## config.mk

```make
export PLATFORM = sky130hd
export DESIGN_NAME = id_operand_stage
export DESIGN_NICKNAME = d
export VERILOG_FILES = /design/src/rtl/id_operand_stage.sv
export SDC_FILE = /design/constraint.sdc
export NUM_CORES = 2
export LEC_CHECK = 0
export ABC_AREA = 1
export ABC_CLOCK_PERIOD_IN_PS = 3290
export BUFFER_PORTS_ARGS = -buffer_cell sky130_fd_sc_hd__buf_2
export CAP_MARGIN = 40
export CORE_ASPECT_RATIO = 1.4
export CORE_MARGIN = 3
export CORE_UTILIZATION = 33
export DETAILED_ROUTE_END_ITERATION = 10
export GPL_ROUTABILITY_DRIVEN = 0
export HOLD_SLACK_MARGIN = 0.03
export PLACE_DENSITY_LB_ADDON = 0.25
export SLEW_MARGIN = 20
export SYNTH_ARGS = -nofsm -noshare
export SYNTH_HDL_FRONTEND = slang
export SYNTH_SLANG_ARGS = --single-unit
```

## constraint.sdc

```tcl
create_clock -name clk -period 3.29 [get_ports clk]
set_clock_uncertainty 0.15 [all_clocks]
set_input_delay 0.329 -clock clk [delete_from_list [all_inputs] [get_ports clk]]
set_output_delay 0.329 -clock clk [all_outputs]
set_load 0.03 [all_outputs]
```

## src/rtl/id_operand_stage.sv

```systemverilog
// Decode-stage operand front end: IF->ID register with SRAM hold buffer, regfile,
// priority forwarding, load-use stall detection and a saturating stall counter.
module id_operand_stage #(
    parameter int DATA_W  = 32,
    parameter int REG_AW  = 5,
    parameter int NUM_FWD = 3,
    parameter int CNT_W   = 16
) (
    input  logic                      clk,
    input  logic                      rst,
    input  logic                      stall_in,
    input  logic                      flush,
    input  logic                      if_valid,
    input  logic [31:0]               if_pc,
    input  logic [31:0]               inst_sram_rdata,
    input  logic                      use_rs,
    input  logic                      use_rt,
    input  logic                      rf_we,
    input  logic [REG_AW-1:0]         rf_waddr,
    input  logic [DATA_W-1:0]         rf_wdata,
    input  logic [NUM_FWD-1:0]        fwd_we,
    input  logic [NUM_FWD*REG_AW-1:0] fwd_waddr,
    input  logic [NUM_FWD*DATA_W-1:0] fwd_wdata,
    input  logic [NUM_FWD-1:0]        fwd_is_load,
    output logic                      id_valid,
    output logic [31:0]               id_pc,
    output logic [31:0]               inst_out,
    output logic [DATA_W-1:0]         rdata1,
    output logic [DATA_W-1:0]         rdata2,
    output logic                      stallreq,
    output logic [CNT_W-1:0]          stall_cycles
);

    localparam int NREG = 2 ** REG_AW;

    typedef enum logic {
        LIVE = 1'b0,
        HELD = 1'b1
    } hold_state_e;

    hold_state_e state_q, state_d;
    logic [31:0] hold_q, hold_d;
    logic        valid_q;
    logic [31:0] pc_q;
    logic [31:0] raw_inst;
    logic [DATA_W-1:0] regs_q [NREG];
    logic [CNT_W-1:0]  cnt_q;

    logic [1:0][REG_AW-1:0] rd_addr;
    logic [1:0][DATA_W-1:0] rd_data;
    logic [1:0]             rd_hazard;

    always_ff @(posedge clk) begin
        if (rst) begin
            valid_q <= 1'b0;
            pc_q    <= '0;
        end else if (flush) begin
            valid_q <= 1'b0;
        end else if (!stall_in) begin
            pc_q    <= if_pc;
            valid_q <= if_valid;
        end
    end

    always_ff @(posedge clk) begin
        if (rst) begin
            state_q <= LIVE;
            hold_q  <= '0;
        end else begin
            state_q <= state_d;
            hold_q  <= hold_d;
        end
    end

    // The SRAM only presents data for one cycle, so the first stalled word is captured.
    always_comb begin
        state_d = state_q;
        hold_d  = hold_q;
        case (state_q)
            LIVE: begin
                if (stall_in && !flush) begin
                    hold_d  = inst_sram_rdata;
                    state_d = HELD;
                end
            end
            HELD: begin
                if (flush || !stall_in) begin
                    state_d = LIVE;
                end
            end
            default: state_d = LIVE;
        endcase
    end

    assign raw_inst = (state_q == HELD) ? hold_q : inst_sram_rdata;
    assign inst_out = valid_q ? raw_inst : 32'h0;
    assign id_pc    = pc_q;
    assign rd_addr[0] = REG_AW'(inst_out[25:21]);
    assign rd_addr[1] = REG_AW'(inst_out[20:16]);

    always_ff @(posedge clk) begin
        if (rst) begin
            for (int r = 0; r < NREG; r++) begin
                regs_q[r] <= '0;
            end
        end else if (rf_we && rf_waddr != '0) begin
            regs_q[rf_waddr] <= rf_wdata;
        end
    end

    // Scanning from the oldest source down lets the youngest match overwrite the result.
    always_comb begin
        rd_data   = '0;
        rd_hazard = '0;
        for (int p = 0; p < 2; p++) begin
            rd_data[p] = (rf_we && rf_waddr == rd_addr[p]) ? rf_wdata : regs_q[rd_addr[p]];
            for (int i = NUM_FWD - 1; i >= 0; i--) begin
                if (fwd_we[i] && fwd_waddr[i*REG_AW +: REG_AW] == rd_addr[p]) begin
                    rd_data[p]   = fwd_wdata[i*DATA_W +: DATA_W];
                    rd_hazard[p] = fwd_is_load[i];
                end
            end
            if (rd_addr[p] == '0) begin
                rd_data[p]   = '0;
                rd_hazard[p] = 1'b0;
            end
        end
    end

    assign rdata1   = rd_data[0];
    assign rdata2   = rd_data[1];
    assign stallreq = valid_q & ((use_rs & rd_hazard[0]) | (use_rt & rd_hazard[1]));
    assign id_valid = valid_q & ~stallreq & ~flush;

    always_ff @(posedge clk) begin
        if (rst) begin
            cnt_q <= '0;
        end else if (stallreq && cnt_q != '1) begin
            cnt_q <= cnt_q + CNT_W'(1);
        end
    end

    assign stall_cycles = cnt_q;

endmodule

```

==> metrics.cfg <==
[outcome]
status = finished, violations left
violations = negative setup slack

[detailed_routing]
wire_per_inst_um = 27.6
viasPerCell = 5.74
num_vias = 71800
ant_nets = 0
firstDrtPassIters = 7
drt_wl_total_um = 345000
drc = 0
drt_iter0_drc = 10800

[worst_setup_path]
crit_type = reg -> out
required_ps = 2810
start_kind = flop
r2r-end = stall_cycles[9]
endpoint_kind = output pin
r2r_slack_ps = 200
arrival_ps = 3610
crit_end = rdata2[1]
timing.rr.start = state_q
crit_start = valid_q
cp_max_fo = 8
reg2regPathDepth = 19

[clock_network]
htree_levels = 3
cts-buffers-inserted = 114
ctsLongestPathBuffers = 3
clock-sinks = 1106
clk_latency_ps = 780
cts_tree = yes
cts_root_buf = clkbuf_16
clk_pin_slew_ps = 70

[logic_synthesis]
ys_types = 38
avgSynthCellArea_um2 = 7.40
async_flop_share = 0
synth_flop_cell = edfxtp_1
synth_seq_area_share = 0.488
syn-cell-area_um2 = 66300
syn_inst = 8966
synth_enable_flop_cells = 1024
synth_seq_cells = 1106
ys_warn_count = 0

[place]
port_buffers = 371
hpwl_um = 214000

[global_route]
grt_use_met1 = 0.365
gr-usage-met3 = 0.0772
grt_pass1_vias = 68100
overflow = 0
busiest_layer = met2
grt_max_degree = 96
antenna_found_initial = 18
grt_pass1_wl_um = 477000
gr-usage-all-layers = 0.318
grtUsageMet2 = 0.500

[layout]
nets = 9990
drive_above_1_share = 0.223
layout_common_cells = 1923 x nand2_1, 1308 x nand3_1, 1222 x nor2_1
layout_commonest_cell = nand2_1
area_growth_pct = 34.5

[run]
maxCapViolCount = 0

[timing]
clock.fmax_mhz = 244
rsz0062_at_grt = true
holdWs_ps = 67.3
fin_crit_sh = 1.24
relSlewSlack = 0.477
slew_viol_final = 0
tightest_slew_ps = 785
setup_violations = 66
timing.final.ws_setup_ps = -802
finalCriticalPeriod_ps = 4090
hold_viol_final = 0

[die]
coreArea_um2 = 200000
die_area_um2 = 207000
start_util = 0.332
die_x_um = 385
io_pins = 372
num_rows = 194
fp.dieH_um = 537

[power_and_ir_drop]
p_per_area_nw_per_um2 = 414
power.total_mw = 37.0
vdd_drop_max_v = 0.000530
cellLeakagePower_nw = 39.6

[worst_hold_path]
hp-class = in -> reg

-- state kept, by name, indices dropped and copies added, names as in the netlist --
name,cells
id_pc,32
valid_q,1
regs_q,1024
hold_q,32
stall_cycles,16
state_q,1
-- synth_stat cells (69+ instances only) --
master	count	area share
o211ai_1	137	0.016
nand3b_1	96	0.011
nor2_1	1259	0.071
dfxtp_1	82	0.025
inv_1	982	0.056
buf_2	188	0.014
nand3_1	1514	0.11
edfxtp_1	1024	0.46
nand2_1	2226	0.13
a21oi_1	478	0.036
clkbuf_1	483	0.027
o21ai_0	285	0.021
buf_1	69	0.0039
-- layer usage --
metal | share of wire | wire, um | vias to the layer above
met5 | 0.00046 | 158 | -
met4 | 0.10 | 34800 | 14
met3 | 0.12 | 43100 | 1504
met2 | 0.44 | 153000 | 5569
li1 | - | - | 30900
met1 | 0.33 | 114000 | 33900
-- report_power, final --
| group | switching [mW] | internal (mW) | leakage, nW |
|---|---|---|---|
| registers | 0.397 | 16.1 | 10.4 |
| clock network | 6.20 | 7.68 | 1.88 |
| logic | 4.34 | 2.23 | 27.3 |
-- through the flow --
step | instances | worst slack, ps | TNS (ps) | util | area (um2)
floorplan | 8997 | 274 | 0 | - | 66500
global placement | 12000 | -273 | -9110 | 0.383 | 76500
detailed placement | 12000 | -262 | -10380 | 0.383 | 76500
CTS | 12400 | -780 | -44380 | 0.432 | 86300
global route | 12500 | -824 | -49110 | 0.447 | 89200
finish | 12500 | -802 | -43560 | 0.447 | 89300
-- repair_timing --
item                       4_1_cts  5_1_grt
gates cloned                    45       24
hold buffers                    80        0
gates resized for setup        687      489
setup endpoints to repair       83       81
pin swaps                      114      258
hold endpoints to repair        71        0
setup buffers                  130       80
-- layout make-up --
type	count	area, um2
repair buffers	1400	15300
clock buffers	129	2930
well taps	2646	3310
inverters	989	3810
flip-flops and latches	1106	32400
fillers	19300	111000
repair inverters	1	8.76
multi-input cells	6151	30500
clock inverters	84	922
diodes	9	22.5
-- critical path: stages, from the launching register on --
cell and delay, ps:
dfxtp_4 420, clkinvlp_4 150, buf_6 140, a21oi_4 190, buf_6 140, buf_12 120, buf_16 180, buf_12 140
clkbuf_16 160, nand2_4 50, a21oi_2 130, nor2_1 50, nand2_1 120, nand3_2 170, nand2_2 170, nand2_2 70
nand2_2 100, nand2_2 60, nand2_2 60, a21oi_2 60, buf_6 140
-- kinds of logic after synthesis --
family | synth area share
AND/OR/NAND/NOR | 0.328
flip-flops | 0.488
XOR/XNOR | 0.00315
other | 0.0000565
adder cells (fa/ha/maj) | 0.000189
buffers and inverters | 0.103
AO/OA/AOI/OAI | 0.0778
-- worst min path at each step --
stage	startpoint	to	slack (ps)	depth (start not counted)
floorplan	rst	state_q	260	1
global placement	hold_q[17]	hold_q[17]	290	2
detailed placement	hold_q[17]	hold_q[17]	290	2
CTS	stall_in	id_pc[7]	30	5
global route	flush	state_q	90	5
finish	stall_in	id_pc[2]	70	5
No activity file was read; power rests on OpenSTA's default activity.
